$ cat src/rtl/intersection_phase_ctrl.sv
// Traffic-light phase sequencer for a two-way intersection with a pedestrian
// walk phase inserted after an all-red clearance whenever a request is latched.
module intersection_phase_ctrl #(
  parameter int GREEN_TICKS  = 15,
  parameter int YELLOW_TICKS = 3,
  parameter int ALLRED_TICKS = 2,
  parameter int WALK_TICKS   = 10
) (
  input  logic       clk,
  input  logic       rst,
  input  logic       tick,
  input  logic       ped_req,
  output logic [2:0] phase,
  output logic [1:0] ns_light,
  output logic [1:0] ew_light,
  output logic       walk,
  output logic       ped_ack,
  output logic       ped_pending,
  output logic [7:0] timer_value
);

  typedef enum logic [2:0] {
    NS_G  = 3'd0,
    NS_Y  = 3'd1,
    AR_NS = 3'd2,
    EW_G  = 3'd3,
    EW_Y  = 3'd4,
    AR_EW = 3'd5,
    WALK  = 3'd6,
    BAD   = 3'd7
  } phase_t;

  localparam logic [1:0] LAMP_GREEN  = 2'b00;
  localparam logic [1:0] LAMP_YELLOW = 2'b01;
  localparam logic [1:0] LAMP_RED    = 2'b10;

  // Timer reload values: a phase of N ticks counts N-1 down to 0.
  localparam logic [7:0] L_GREEN  = 8'(GREEN_TICKS - 1);
  localparam logic [7:0] L_YELLOW = 8'(YELLOW_TICKS - 1);
  localparam logic [7:0] L_ALLRED = 8'(ALLRED_TICKS - 1);
  localparam logic [7:0] L_WALK   = 8'(WALK_TICKS - 1);

  phase_t     r_phase;
  logic [7:0] r_timer;
  logic       r_pending;
  logic       r_ack;
  logic       r_dir_ew;   // 1: walk resumes into EW_G, 0: into NS_G

  always_ff @(posedge clk) begin
    if (rst) begin
      r_phase   <= AR_EW;
      r_timer   <= L_ALLRED;
      r_pending <= 1'b0;
      r_ack     <= 1'b0;
      r_dir_ew  <= 1'b0;
    end else begin
      r_ack <= 1'b0;
      if (ped_req && r_phase != WALK)
        r_pending <= 1'b1;

      if (r_phase == BAD) begin
        r_phase <= AR_EW;
        r_timer <= L_ALLRED;
      end else if (tick) begin
        if (r_timer != 8'd0) begin
          r_timer <= r_timer - 8'd1;
        end else begin
          // Walk entry clears the request; this later assignment wins over the set above.
          case (r_phase)
            NS_G: begin
              r_phase <= NS_Y;
              r_timer <= L_YELLOW;
            end
            NS_Y: begin
              r_phase <= AR_NS;
              r_timer <= L_ALLRED;
            end
            AR_NS: begin
              if (r_pending) begin
                r_phase   <= WALK;
                r_timer   <= L_WALK;
                r_dir_ew  <= 1'b1;
                r_pending <= 1'b0;
                r_ack     <= 1'b1;
              end else begin
                r_phase <= EW_G;
                r_timer <= L_GREEN;
              end
            end
            EW_G: begin
              r_phase <= EW_Y;
              r_timer <= L_YELLOW;
            end
            EW_Y: begin
              r_phase <= AR_EW;
              r_timer <= L_ALLRED;
            end
            AR_EW: begin
              if (r_pending) begin
                r_phase   <= WALK;
                r_timer   <= L_WALK;
                r_dir_ew  <= 1'b0;
                r_pending <= 1'b0;
                r_ack     <= 1'b1;
              end else begin
                r_phase <= NS_G;
                r_timer <= L_GREEN;
              end
            end
            WALK: begin
              r_phase <= r_dir_ew ? EW_G : NS_G;
              r_timer <= L_GREEN;
            end
            default: begin
              r_phase <= AR_EW;
              r_timer <= L_ALLRED;
            end
          endcase
        end
      end
    end
  end

  always_comb begin
    ns_light = LAMP_RED;
    ew_light = LAMP_RED;
    walk     = 1'b0;
    case (r_phase)
      NS_G:    ns_light = LAMP_GREEN;
      NS_Y:    ns_light = LAMP_YELLOW;
      EW_G:    ew_light = LAMP_GREEN;
      EW_Y:    ew_light = LAMP_YELLOW;
      WALK:    walk     = 1'b1;
      default: ;
    endcase
  end

  assign phase       = r_phase;
  assign timer_value = r_timer;
  assign ped_pending = r_pending;
  assign ped_ack     = r_ack;

endmodule

$ cat config.mk
export PLATFORM = sky130hd
export DESIGN_NAME = intersection_phase_ctrl
export DESIGN_NICKNAME = d
export VERILOG_FILES = /design/src/rtl/intersection_phase_ctrl.sv
export SDC_FILE = /design/constraint.sdc
export NUM_CORES = 1
export LEC_CHECK = 0
export CORE_MARGIN = 1.5
export CORE_UTILIZATION = 51
export DETAILED_ROUTE_END_ITERATION = 8
export PLACE_DENSITY = 0.83
export RECOVER_POWER = 100
export SYNTH_ARGS = -nofsm -noshare
export SYNTH_HDL_FRONTEND = slang
export SYNTH_SLANG_ARGS = --single-unit
$ cat constraint.sdc
create_clock -name clk -period 3.5 [get_ports clk]
set_clock_uncertainty 0.05 [all_clocks]
set_input_delay 0.525 -clock clk [delete_from_list [all_inputs] [get_ports clk]]
set_output_delay 0.525 -clock clk [all_outputs]
set_load 0.01 [all_outputs]
==> results.json <==
{
  "status": "completed",
  "area_growth_pct": 26.19,
  "min_period_ns": 2.744,
  "place_hpwl_um": 1468,
  "fillers": 129,
  "mostFrequentLayoutCell": "dlygate4sd3_1",
  "cts_tree": "done",
  "h-tree-depth": 1,
  "grt_pass1_wl_um": 3394,
  "worst_ep_required_time_ns": 2.92,
  "mostFrequentLayoutCells": "19 x dlygate4sd3_1, 14 x nor2_1, 14 x dfxtp_1",
  "cts_setup_buffers": 0,
  "grt_pass1_vias": 764,
  "design.portCount": 22,
  "drt_first_iter_violations": 30,
  "cts.sinks": 14,
  "port_buffers": 21,
  "cpMaxStageDelayCell": "dlygate4sd3_1",
  "die_w_um": 44.18,
  "combinationalPowerShare_pct": 36.1,
  "ys_warn_count": 0,
  "power_per_cell_area_nw_per_um2": 484.6,
  "drv_cap": 0,
  "clock_power_share_pct": 22.5,
  "dieHeight_um": 44.18,
  "grt_overflow": 0,
  "async_flop_share_pct": 0,
  "synth_top_area_share_pct": 32.42,
  "clock_latency_ns": 0.29,
  "cp-start-kind": "flop",
  "drc": 0,
  "gp_congestion": 0.8468,
  "grt_max_degree": 17,
  "via_count": 864,
  "leakage_nw": 0.4338,
  "slew_headroom_pct": 66.56,
  "hp-class": "flop to flop",
  "root_buffer": "clkbuf_4",
  "final_nets": 133,
  "seqPwrFrac_pct": 41.4,
  "tightest_slew_ns": 0.4890,
  "cp_slowest_stage_delay_ns": 0.60,
  "r2r_cells": 6,
  "diodes": 0,
  "p_int_mw": 0.3393,
  "tns_ns": 0,
  "viasPerCell": 6.085,
  "ir_drop_mv": 0.3514,
  "criticalPathCategory": "flop to primary output",
  "min_delay_path_depth": 2,
  "drive_above_1_share_pct": 8.730,
  "swShare_pct": 35.83,
  "drtAntennaViolNets": 0,
  "wl_um": 2027,
  "die_area_um2": 1951,
  "ys_seq_elements": 14,
  "hold_buffers": 0,
  "clk_pin_slew_ns": 0.09,
  "hold_violations": 0,
  "antenna_found_initial": 0,
  "grt_usage_pct": 23.73,
  "fin_cells": 142,
  "num_rows": 14,
  "netlist_area_um2": 864.6,
  "fp.coreArea_um2": 1541,
  "ys.flop_type": "dfxtp_1",
  "setup_viol": 0,
  "wire_per_inst_um": 14.27,
  "p_sw_mw": 0.1894,
  "synth.distinct_cells": 40,
  "start_util_pct": 56.09,
  "drt_first_pass_iters": 4,
  "cts_made_buffers": 3,
  "seq_area_frac_synth_pct": 32.42,
  "yosys-top-cells-area": "dfxtp_1 32%, nor2_1 6.1%, a21oi_1 4.1%, o21ai_0 4.1%, a2111oi_2 3.5%",
  "synth_edf_count": 0,
  "setup.worst_path.end_class": "primary output",
  "cts-resized-gates": 0,
  "synth_fp_nets": 112,
  "rsz0062_at_grt": "false",
  "synth_area_leader_cell": "dfxtp_1",
  "avgSynthCellArea_um2": 8.156,
  "dpl.cell_count": 138,
  "path_cells": "clkinv_1 > nor3_1 > nor2_1 > dlygate4sd3_1",
  "syn_inst": 106,
  "utilization_pct": 70.78,
  "slew_viol_final": 0,
  "fmax_mhz": 364.4,
  "cp_max_fo": 11,
  "period_share_pct": 78.41,
  "clock_path_buffers": 2,
  "cp_data_arrival_time_ns": 2.17
}
[power by group through the flow]
| stage | Clock (mW) | Sequential (mW) | Combinational, mW |
|---|---|---|---|
| after floorplan | 0 | 0.216 | 0.131 |
| after global placement | 0 | 0.223 | 0.198 |
| after detailed placement | 0 | 0.223 | 0.202 |
| after CTS | 0.122 | 0.219 | 0.204 |
| after global routing | 0.129 | 0.224 | 0.209 |
| final | 0.119 | 0.219 | 0.191 |
[worst max-delay path, delay by kind of cell, from the launching register on]
| family | cells | cell delay [ns] |
|---|---|---|
| flip-flops | 1 | 0.54 |
| buffers and inverters | 2 | 0.94 |
| AND/OR/NAND/NOR | 2 | 0.40 |
[cell type report]
cell class	instances	area (um2)	share of cell area, %
clock buffer	4	36.28	3.326
inverter	6	22.52	2.064
multi-input combinational	81	521.8	47.82
sequential	14	280.3	25.69
tap	16	20.02	1.835
timing repair buffer	21	210.2	19.27
[per-stage QoR]
stage / hold WS, ns / area (um2) / power (mW) / setup WS [ns]
CTS: 0.4823 / 1107 / 0.5447 / 0.7730
floorplan: 0.4232 / 864.6 / 0.3469 / 1.590
global route: 0.5516 / 1091 / 0.5620 / 0.6084
finish: 0.4910 / 1091 / 0.5287 / 0.7557
detailed placement: 0.4698 / 1071 / 0.4252 / 1.081
global placement: 0.4686 / 1071 / 0.4203 / 1.195
[synth_stat cells (3+ instances only)]
master,n
o221ai_1,3
dfxtp_1,14
nand2_1,7
clkbuf_1,3
nor3_1,5
a21oi_1,7
inv_1,5
nor2_1,14
o21ai_0,7
xnor2_1,3
[registers in the layout (all words and copies together), names as in the netlist]
register and count:
ped_ack 1, phase 3, r_dir_ew 1, timer_value 8, ped_pending 1
[cell families (layout without fill, tap and decap cells)]
| logic type | Yosys count | in the layout | share of synthesized area [%] |
|---|---|---|---|
| xor gates and xnor gates | 4 | 4 | 4.053 |
| adders and majority gates | 2 | 2 | 2.894 |
| buffers and inverters | 11 | 31 | 5.354 |
| AOI/OAI and AO/OA | 29 | 29 | 23.74 |
| muxes | 2 | 2 | 2.316 |
| DFF | 14 | 14 | 32.42 |
| and+or+nand+nor | 44 | 44 | 29.24 |
[worst paths after layout]
| check | startpoint | slack, ns | end |
|---|---|---|---|
| worst max-delay path | phase[2] | 0.76 | ew_light[1] |
| worst min register to register | r_dir_ew | 0.49 | r_dir_ew |
| worst min-delay path | r_dir_ew | 0.49 | r_dir_ew |
| worst max register to register | timer_value[0] | 1.47 | phase[1] |
[per-layer routing]
metal / track usage (%) / part of all wire [%] / vias up
met5: 0 / 0 / -
met4: 12.73 / 2.6 / 0
met3: 6.122 / 6.0 / 7
met2: 39.41 / 49 / 39
met1: 27.82 / 42 / 394
li1: - / - / 424
Note: power is estimated with default switching activity, not from simulation.
